### src/rtl/keypad_entry_controller.sv
// Keypad front end: assembles a 4-bit code from key events, submits it to the authorization
// checker, and enforces a timed lockout after repeated denials.
module keypad_entry_controller #(
  parameter int unsigned MAX_FAILS      = 3,
  parameter int unsigned LOCKOUT_CYCLES = 1000,
  parameter int unsigned ENTRY_TIMEOUT  = 500
) (
  input  logic       clk,
  input  logic       reset,
  input  logic       key_valid,
  input  logic [3:0] key_value,
  input  logic       auth_status,
  output logic [3:0] code,
  output logic       validate,
  output logic       granted,
  output logic       denied,
  output logic       locked,
  output logic [2:0] fail_count
);

  localparam int unsigned TW = (ENTRY_TIMEOUT > 1) ? $clog2(ENTRY_TIMEOUT) : 1;
  localparam int unsigned LW = (LOCKOUT_CYCLES > 1) ? $clog2(LOCKOUT_CYCLES) : 1;

  localparam logic [2:0] StIdle   = 3'd0;
  localparam logic [2:0] StDigit  = 3'd1;
  localparam logic [2:0] StSubmit = 3'd2;
  localparam logic [2:0] StCheck  = 3'd3;
  localparam logic [2:0] StLocked = 3'd4;

  logic [2:0]    state_q, state_d;
  logic [3:0]    code_q, code_d;
  logic          validate_q, validate_d;
  logic          granted_q, granted_d;
  logic          denied_q, denied_d;
  logic          locked_q, locked_d;
  logic [2:0]    fail_q, fail_d;
  logic [TW-1:0] tcnt_q, tcnt_d;
  logic [LW-1:0] lcnt_q, lcnt_d;

  logic is_digit, is_clear, is_enter, lock_now;

  // Values other than digits, CLEAR and ENTER behave exactly like no key at all.
  assign is_digit = key_valid && (key_value <= 4'd9);
  assign is_clear = key_valid && (key_value == 4'hC);
  assign is_enter = key_valid && (key_value == 4'hE);
  assign lock_now = ({29'd0, fail_q} + 32'd1) >= MAX_FAILS;

  always_comb begin
    state_d    = state_q;
    code_d     = code_q;
    validate_d = 1'b0;
    granted_d  = 1'b0;
    denied_d   = 1'b0;
    locked_d   = locked_q;
    fail_d     = fail_q;
    tcnt_d     = tcnt_q;
    lcnt_d     = lcnt_q;
    unique case (state_q)
      StIdle: begin
        if (is_digit) begin
          code_d  = key_value;
          tcnt_d  = '0;
          state_d = StDigit;
        end
      end
      StDigit: begin
        if (is_digit) begin
          code_d = key_value;
          tcnt_d = '0;
        end else if (is_clear) begin
          code_d  = 4'd0;
          state_d = StIdle;
        end else if (is_enter) begin
          validate_d = 1'b1;
          state_d    = StSubmit;
        end else if (tcnt_q == TW'(ENTRY_TIMEOUT - 1)) begin
          code_d  = 4'd0;
          tcnt_d  = '0;
          state_d = StIdle;
        end else begin
          tcnt_d = tcnt_q + 1'b1;
        end
      end
      StSubmit: state_d = StCheck;
      StCheck: begin
        code_d = 4'd0;
        if (auth_status) begin
          granted_d = 1'b1;
          fail_d    = 3'd0;
          state_d   = StIdle;
        end else if (lock_now) begin
          denied_d = 1'b1;
          fail_d   = 3'(MAX_FAILS);
          locked_d = 1'b1;
          lcnt_d   = '0;
          state_d  = StLocked;
        end else begin
          denied_d = 1'b1;
          fail_d   = fail_q + 3'd1;
          state_d  = StIdle;
        end
      end
      StLocked: begin
        code_d = 4'd0;
        if (lcnt_q == LW'(LOCKOUT_CYCLES - 1)) begin
          locked_d = 1'b0;
          fail_d   = 3'd0;
          lcnt_d   = '0;
          state_d  = StIdle;
        end else begin
          lcnt_d = lcnt_q + 1'b1;
        end
      end
      default: begin
        code_d  = 4'd0;
        state_d = StIdle;
      end
    endcase
  end

  always_ff @(posedge clk or posedge reset) begin
    if (reset) begin
      state_q    <= StIdle;
      code_q     <= 4'd0;
      validate_q <= 1'b0;
      granted_q  <= 1'b0;
      denied_q   <= 1'b0;
      locked_q   <= 1'b0;
      fail_q     <= 3'd0;
      tcnt_q     <= '0;
      lcnt_q     <= '0;
    end else begin
      state_q    <= state_d;
      code_q     <= code_d;
      validate_q <= validate_d;
      granted_q  <= granted_d;
      denied_q   <= denied_d;
      locked_q   <= locked_d;
      fail_q     <= fail_d;
      tcnt_q     <= tcnt_d;
      lcnt_q     <= lcnt_d;
    end
  end

  assign code       = code_q;
  assign validate   = validate_q;
  assign granted    = granted_q;
  assign denied     = denied_q;
  assign locked     = locked_q;
  assign fail_count = fail_q;

endmodule
### config.mk
export PLATFORM = sky130hd
export DESIGN_NAME = keypad_entry_controller
export DESIGN_NICKNAME = d
export VERILOG_FILES = /design/src/rtl/keypad_entry_controller.sv
export SDC_FILE = /design/constraint.sdc
export NUM_CORES = 1
export LEC_CHECK = 0
export BUFFER_PORTS_ARGS = -buffer_cell sky130_fd_sc_hd__buf_2
export CELL_PAD_IN_SITES_DETAIL_PLACEMENT = 1
export CELL_PAD_IN_SITES_GLOBAL_PLACEMENT = 2
export CORE_MARGIN = 1
export CORE_UTILIZATION = 37
export CTS_CLUSTER_DIAMETER = 30
export DETAILED_ROUTE_END_ITERATION = 12
export PLACE_DENSITY = 0.77
export SLEW_MARGIN = 5
export SYNTH_ARGS = -nofsm -noshare
export SYNTH_HDL_FRONTEND = slang
export SYNTH_SLANG_ARGS = --single-unit
### constraint.sdc
create_clock -name clk -period 2.06 [get_ports clk]
set_input_delay 0.103 -clock clk [delete_from_list [all_inputs] [get_ports clk]]
set_output_delay 0.103 -clock clk [all_outputs]
set_load 0.02 [all_outputs]
Yosys cells after proc, flatten, opt, wreduce, memory -nomap -nowiden
Index checks and enable logic that the tools add are counted.
W data, S select, Z words.
- word-level logic and storage cells: 86
- output and inout port bits: 11
- bits of input ports: 8
- flip-flop bits (word level): 33
- bitwise operators: 1
- add/subtract/negate cells: 4
- equal/unequal tests: 18
- muxes and demuxes: 40
- $lt $le $gt $ge: 2
- reductions and logical operators: 12
- operator list (cell ; count):
    $mux W9 ; 5
    $mux W10 ; 3
    $mux W3 ; 10
    $mux W4 ; 5
    $pmux W10 S2 ; 1
    $pmux W9 S2 ; 1
    $reduce_and A4 Y1 ; 4
    $pmux W3 S5 ; 1
    $ne A4 B4 Y1 const B ; 3
    $pmux W4 S3 ; 1
    $mux W1 ; 11
    $add A10 B1 Y10 const B ; 1
    $eq A10 B10 Y1 const B ; 1
    $ne A2 B2 Y1 const B ; 5
    $add A9 B1 Y9 const B ; 1
    $eq A9 B9 Y1 const B ; 1
    $eq A4 B4 Y1 const B ; 2
    $eq A3 B2 Y1 const B ; 2
    $ne A3 B3 Y1 const B ; 2
    $pmux W3 S2 ; 1
    $add A3 B1 Y4 const B ; 1
    $ge A4 B2 Y1 const B ; 1
    $le A4 B4 Y1 const B ; 1
    $reduce_bool A2 Y1 ; 2
    other kinds (9) ; 11

Logic depth before layout (Yosys ltp)
Gate-level depths: netlist of run 1.
- depth after elaboration: 6
- depth in mapped cells: 7
- gate-level depth less buffers: 6

Least setup slack after synthesis of run 1
No wires, ideal clock.
- path type: register -> register
- from: reg tcnt_q[0]
- to: reg code_q[0], in the netlist code[0]
- required time: 1.935 ns
- buffers on the path: 1
- data arrival time: 1.660 ns
- period minus slack after synthesis: 1.785 ns
- slack: 0.275 ns
- setup time: 0.125 ns
- stages on the path, launching flop included: 8
- cells stage by stage: dfrtp_1 -> ha_1 -> nand2b_1 -> o41ai_4 -> or2_1 -> buf_6 -> o22a_4 -> mux2_4
- longest elaborated chain between the ends: 3
- ends and longest elaborated chain (what ; line ; source):
    from (decl) ; 37 ; logic [TW-1:0] tcnt_q, tcnt_d;
    from (signal assigned) ; 140 ; tcnt_q <= tcnt_d;
    $eq A9 B9 Y1 ; 76 ; end else if (tcnt_q == TW'(ENTRY_TIMEOUT - 1)) begin
    $ne A4 B4 Y1 (no source line) ; n/a ;
    $reduce_and A4 Y1 (no source line) ; n/a ;
    to (signal assigned) ; 134 ; code_q <= code_d;
    to (decl) ; 31 ; logic [3:0] code_q, code_d;
No other way between the ends.
A chain may end at the register's enable or synchronous reset.

Final worst setup path of run 1
- from: reg tcnt_q[4]
- to: reg code_q[0], in the netlist code[0]
Same word-level chain as after synthesis.

==> flow_metrics.env, run 1 <==
export IMPL_status="completed"
export IMPL_clk_latency_ns=0.28
export IMPL_end_kind="register"
export IMPL_cts_hold_buf=1
export IMPL_async_flop_share_pct=100
export IMPL_worst_hold_path_type="input port to register"
export IMPL_tritoncts="yes"
export IMPL_fin_nets=228
export IMPL_p_switching_uw=751
export IMPL_htree_levels=2
export IMPL_period_needed_ns=1.88
export IMPL_cp_required_ns=2.23
export IMPL_dp_final_hpwl_um=3270
export IMPL_gr_total_overflow=0
export IMPL_root_buffer="clkbuf_8"
export IMPL_setup_tns_ns=0
export IMPL_netlist_cell_type_count=48
export IMPL_rsz0062_at_grt="false"
export IMPL_syn_area_um2=1820
export IMPL_power_frac_seq_pct=46.9
export IMPL_combPwrFrac_pct=29.3
export IMPL_syn_inst=186
export IMPL_route_vias_total=1540
export IMPL_start_kind="register"
export IMPL_finalHoldViolCount=0
export IMPL_portBuffers=18
export IMPL_critPathKind="register to register"
export IMPL_arrival_ns=2.05
export IMPL_drc=0
export IMPL_max_clock_path_buffers=2
export IMPL_ir_drop_mv=0.454
export IMPL_grt_pass1_wl_um=7800
export IMPL_clkSinkCount=33
export IMPL_ff2ff_setup_slack_ns=0.18
export IMPL_final_setup_viol_count=0
export IMPL_dieArea_um2=5210
export IMPL_fillers=561
export IMPL_clk_pin_slew_ns=0.07
export IMPL_num_rows=25
export IMPL_timing_final_crit_share_pct=91.0
export IMPL_grt_pass1_vias=1617
export IMPL_yosysSeqAreaShare_pct=45.3
export IMPL_antenna_found_initial=0
export IMPL_slew_viol_final=0
export IMPL_r2r_cells=5
export IMPL_final_instance_count_excl_fill=283
export IMPL_pwr_share_clk_pct=23.8
export IMPL_die_h_um=72.2
export IMPL_slew_limit_headroom_pct=71.9
export IMPL_start_util_pct=38.6
export IMPL_synth_seq_cells=33
export IMPL_cts_resized=0
export IMPL_p_sw_share_pct=35.8
export IMPL_synth_warnings=0
export IMPL_viasPerCell=5.44
export IMPL_place_congestion=0.829
export IMPL_grt_max_degree=34
export IMPL_die_x_um=72.2
export IMPL_drive_above_1_share_pct=21.3
export IMPL_dr_pass1_iters=4
export IMPL_worstReg2RegEnd="code[0]"
export IMPL_crit_end="code[0]"
export IMPL_coreArea_um2=4720
export IMPL_syn_nets=198
export IMPL_synth_flop_cell="dfrtp_1"
export IMPL_internal_power_mw=1.35
export IMPL_placedCellCount=275
export IMPL_power_leakage_nw=1.05
export IMPL_skew_ns=0.00228
export IMPL_drtIter0Drc=31
export IMPL_synthToLayoutAreaGrowth_pct=16.3
export IMPL_drv_cap=0
export IMPL_wl_per_cell_um=15.8
export IMPL_timing_rr_start="tcnt_q[4]"
export IMPL_ant_nets=0
export IMPL_synth_edf_count=0
export IMPL_numCtsBuffers=5
export IMPL_timing_fmax_ghz=0.533
export IMPL_worstMarginPinSlew_ns=0.411
export IMPL_p_per_area_nw_per_um2=990
export IMPL_cts_setup_buffers=0
export IMPL_grt_use_total_pct=20.0
export IMPL_worstSetupStartpoint="tcnt_q[4]"
export IMPL_wirelength_um=4480
export IMPL_diodes=0
export IMPL_io_pin_count=19
export IMPL_path_max_fanout=6
export IMPL_syn_area_per_cell_um2=9.79
-- logic make-up (layout without fill, tap and decap cells) --
logic type | Yosys count | in the layout | share of synthesized area, %
muxes | 6 | 6 | 4.46
buffers and inverters | 10 | 40 | 3.23
and+or+nand+nor | 81 | 81 | 24.0
adders and majority gates | 4 | 4 | 2.75
xor gates and xnor gates | 3 | 3 | 1.44
DFF | 33 | 33 | 45.3
AOI/OAI and AO/OA | 49 | 49 | 18.8
-- per-stage QoR --
stage / hold slack [ns] / power (mW) / worst slack (ns) / cell area [µm²] / util (%)
after detailed placement: 0.229 / 1.61 / 0.232 / 2020 / 42.8
after global placement: 0.215 / 1.56 / 0.277 / 2020 / 42.8
after global routing: 0.0323 / 2.26 / 0.0499 / 2120 / 44.9
final: 0.0302 / 2.10 / 0.185 / 2120 / 44.9
after floorplan: 0.178 / 1.39 / 0.275 / 1820 / -
after CTS: 0.0157 / 2.13 / 0.196 / 2120 / 44.9
-- worst min path at each step --
stage                startpoint       end  slack, ns  cells after the start
floorplan           auth_status    denied       0.18                      1
global placement          reset  validate       0.22                      3
detailed placement        reset  validate       0.23                      3
CTS                 auth_status    denied       0.02                      2
global route        auth_status    denied       0.03                      2
finish              auth_status    denied       0.03                      2
-- power groups by stage --
| stage | sequential, mW | combinational, mW | clock, mW |
|---|---|---|---|
| floorplan | 1.00 | 0.385 | 0 |
| global placement | 0.974 | 0.590 | 0 |
| detailed placement | 0.994 | 0.620 | 0 |
| CTS | 0.984 | 0.626 | 0.522 |
| global route | 1.01 | 0.704 | 0.546 |
| finish | 0.984 | 0.616 | 0.499 |
-- flip-flops by register name, summed over array words and instances, names as in the netlist --
| name | cells |
|---|---|
| code | 4 |
| denied | 1 |
| fail_count | 3 |
| granted | 1 |
| lcnt_q | 10 |
| locked | 1 |
| state_q | 3 |
| tcnt_q | 9 |
| validate | 1 |
-- synth_stat cells, types with 5 or more instances --
cell type	instances	share of area (%)
dfrtp_1	33	45
nand2_1	22	4.5
o21ai_0	18	4.9
nor2_1	17	3.5
and3_1	8	2.7
a22o_1	5	2.4
inv_1	5	1.0
nor3_1	5	1.4
o21ai_1	5	1.4
-- cells in the final DEF (no fill, tap or decap), types with 4 or more instances in the layout --
master / n
dfrtp_1: 33
nand2_1: 22
o21ai_0: 18
buf_2: 18
nor2_1: 17
buf_4: 9
and3_1: 8
clkbuf_8: 6
inv_1: 5
o21ai_1: 5
nor3_1: 5
a22o_1: 5
nand3_1: 4
a21oi_1: 4
nor2b_1: 4
mux2_4: 4
ha_1: 4
-- worst max-delay path: stages, from the launching register on --
cell and delay [ns]:
dfrtp_1 0.47, nand4_2 0.20, o41ai_4 0.41, or2_1 0.19, o22a_4 0.19, mux2_4 0.30
-- final cells by class --
cell class	instances	area (µm²)	area share, %
inverters	5	18.8	0.885
flip-flops and latches	33	826	39.0
repair buffers	28	168	7.91
well taps	67	83.8	3.96
multi-input cells	143	937	44.2
clock buffers	7	86.3	4.07
-- metal layers --
metal	GRT usage, %	wire, µm	vias to the layer above
li1	-	-	724
met1	24.1	1950	783
met2	33.7	2310	25
met3	5.42	140	8
met4	8.50	83	0
met5	0	0	-
No activity file was read; power rests on OpenSTA's default activity.
==> run 2, diff against run 1 <==
RECOVER_POWER = 50   (was unset)
==> flow_metrics.env, run 2 (synthesis results as in run 1) <==
export IMPL_dp_final_hpwl_um=3270
export IMPL_die_h_um=72.2
export IMPL_gr_total_overflow=0
export IMPL_die_x_um=72.2
export IMPL_ir_drop_mv=0.454
export IMPL_antenna_found_initial=0
export IMPL_io_pin_count=19
export IMPL_drv_cap=0
export IMPL_timing_fmax_ghz=0.533
export IMPL_dieArea_um2=5210
export IMPL_grt_use_total_pct=20.0
export IMPL_clk_pin_slew_ns=0.07
export IMPL_mostFrequentLayoutCells="33 x dfrtp_1, 22 x nand2_1, 18 x o21ai_0"
export IMPL_timing_final_crit_share_pct=91.0
export IMPL_dpl_worst_slack_ns=0.232
export IMPL_max_clock_path_buffers=2
export IMPL_slew_viol_final=0
export IMPL_drc=0
export IMPL_wl_per_cell_um=15.8
export IMPL_rsz0062_at_grt="false"
export IMPL_fin_util_pct=44.7
export IMPL_setup_tns_ns=0
export IMPL_place_area_um2=2020
export IMPL_worstMarginPinSlew_ns=0.849
export IMPL_num_rows=25
export IMPL_p_per_area_nw_per_um2=992
export IMPL_grt_pass1_vias=1617
export IMPL_htree_levels=2
export IMPL_place_congestion=0.829
export IMPL_drtIter0Drc=31
export IMPL_cts_resized=0
export IMPL_fin_nets=228
export IMPL_design_area_um2=2110
export IMPL_grt_pass1_wl_um=7800
export IMPL_finalHoldViolCount=0
export IMPL_slew_limit_headroom_pct=43.4
export IMPL_finalWorstSetupSlack_ns=0.185
export IMPL_arrival_ns=2.05
export IMPL_wirelength_um=4480
export IMPL_start_util_pct=38.6
export IMPL_worst_hold_path_type="input port to register"
export IMPL_drive_above_1_share_pct=19.4
export IMPL_numCtsBuffers=5
export IMPL_start_kind="register"
export IMPL_portBuffers=18
export IMPL_root_buffer="clkbuf_8"
export IMPL_synthToLayoutAreaGrowth_pct=15.9
export IMPL_period_needed_ns=1.88
export IMPL_final_common_cell="dfrtp_1"
export IMPL_path_max_fanout=6
export IMPL_fillers=564
export IMPL_status="completed"
export IMPL_clkSinkCount=33
export IMPL_grt_max_degree=34
export IMPL_cp_required_ns=2.23
export IMPL_ff2ff_setup_slack_ns=0.18
export IMPL_clk_latency_ns=0.28
export IMPL_critPathKind="register to register"
export IMPL_final_setup_viol_count=0
export IMPL_skew_ns=0.00231
export IMPL_largest_register_ffs=10
export IMPL_end_kind="register"
export IMPL_diodes=0
export IMPL_dr_pass1_iters=4
export IMPL_tritoncts="yes"
export IMPL_viasPerCell=5.45
export IMPL_power_leakage_nw=1.04
export IMPL_coreArea_um2=4720
export IMPL_largest_register="lcnt_q"
export IMPL_ant_nets=0
export IMPL_route_vias_total=1541
## run 2: path summary, 6_finish.rpt
| check | from | end | depth (start not counted) |
|---|---|---|---|
| max in group asynchronous | reset | tcnt_q[5] | 4 |
| hold reg to reg | code[3] | code[3] | 1 |
| setup reg to reg | tcnt_q[4] | code[1] | 5 |
| setup / recovery | tcnt_q[4] | code[1] | 5 |
| hold / removal | auth_status | denied | 2 |
| min in group asynchronous | reset | granted | 4 |
## run 2: critical path, cell delays in order (launching register included)
cell	delay, ns
dfrtp_1	0.47
nand4_2	0.20
o41ai_4	0.41
or2_1	0.19
o22a_4	0.19
mux2_4	0.30
## run 2: cell type report
cell class                 count  area (µm²)  share of cell area (%)
clock buffer                   7        86.3                    4.09
inverter                       5        18.8                   0.889
multi-input combinational    143         937                    44.4
sequential                    33         826                    39.1
tap                           67        83.8                    3.97
timing repair buffer          28         160                    7.58
## run 2: repair_timing
action                                 in CTS  in global routing
setup buffers                               0                  0
hold buffers                                1                  0
endpoints found under the hold margin      33                  0
## run 2: power breakdown
part / internal, mW / switching [mW]
combinational: 0.275 / 0.338
clock: 0.265 / 0.234
sequential: 0.806 / 0.178
total: 1.35 / 0.750
## run 2: through the flow
step,power (mW),hold slack (ns),cells
after floorplan,1.39,0.178,186
after global placement,1.56,0.215,275
after detailed placement,1.61,0.229,275
after CTS,2.13,0.0157,283
after global routing,2.26,0.0323,283
final,2.10,0.0316,283
## run 2: per-layer routing
layer  global-route usage [%]  up-vias  wire (µm)
li1                         -      724          -
met5                        0        -          0
met3                     5.42        8        134
met2                     33.7       23       2300
met1                     24.1      786       1960
met4                     8.50        0         83
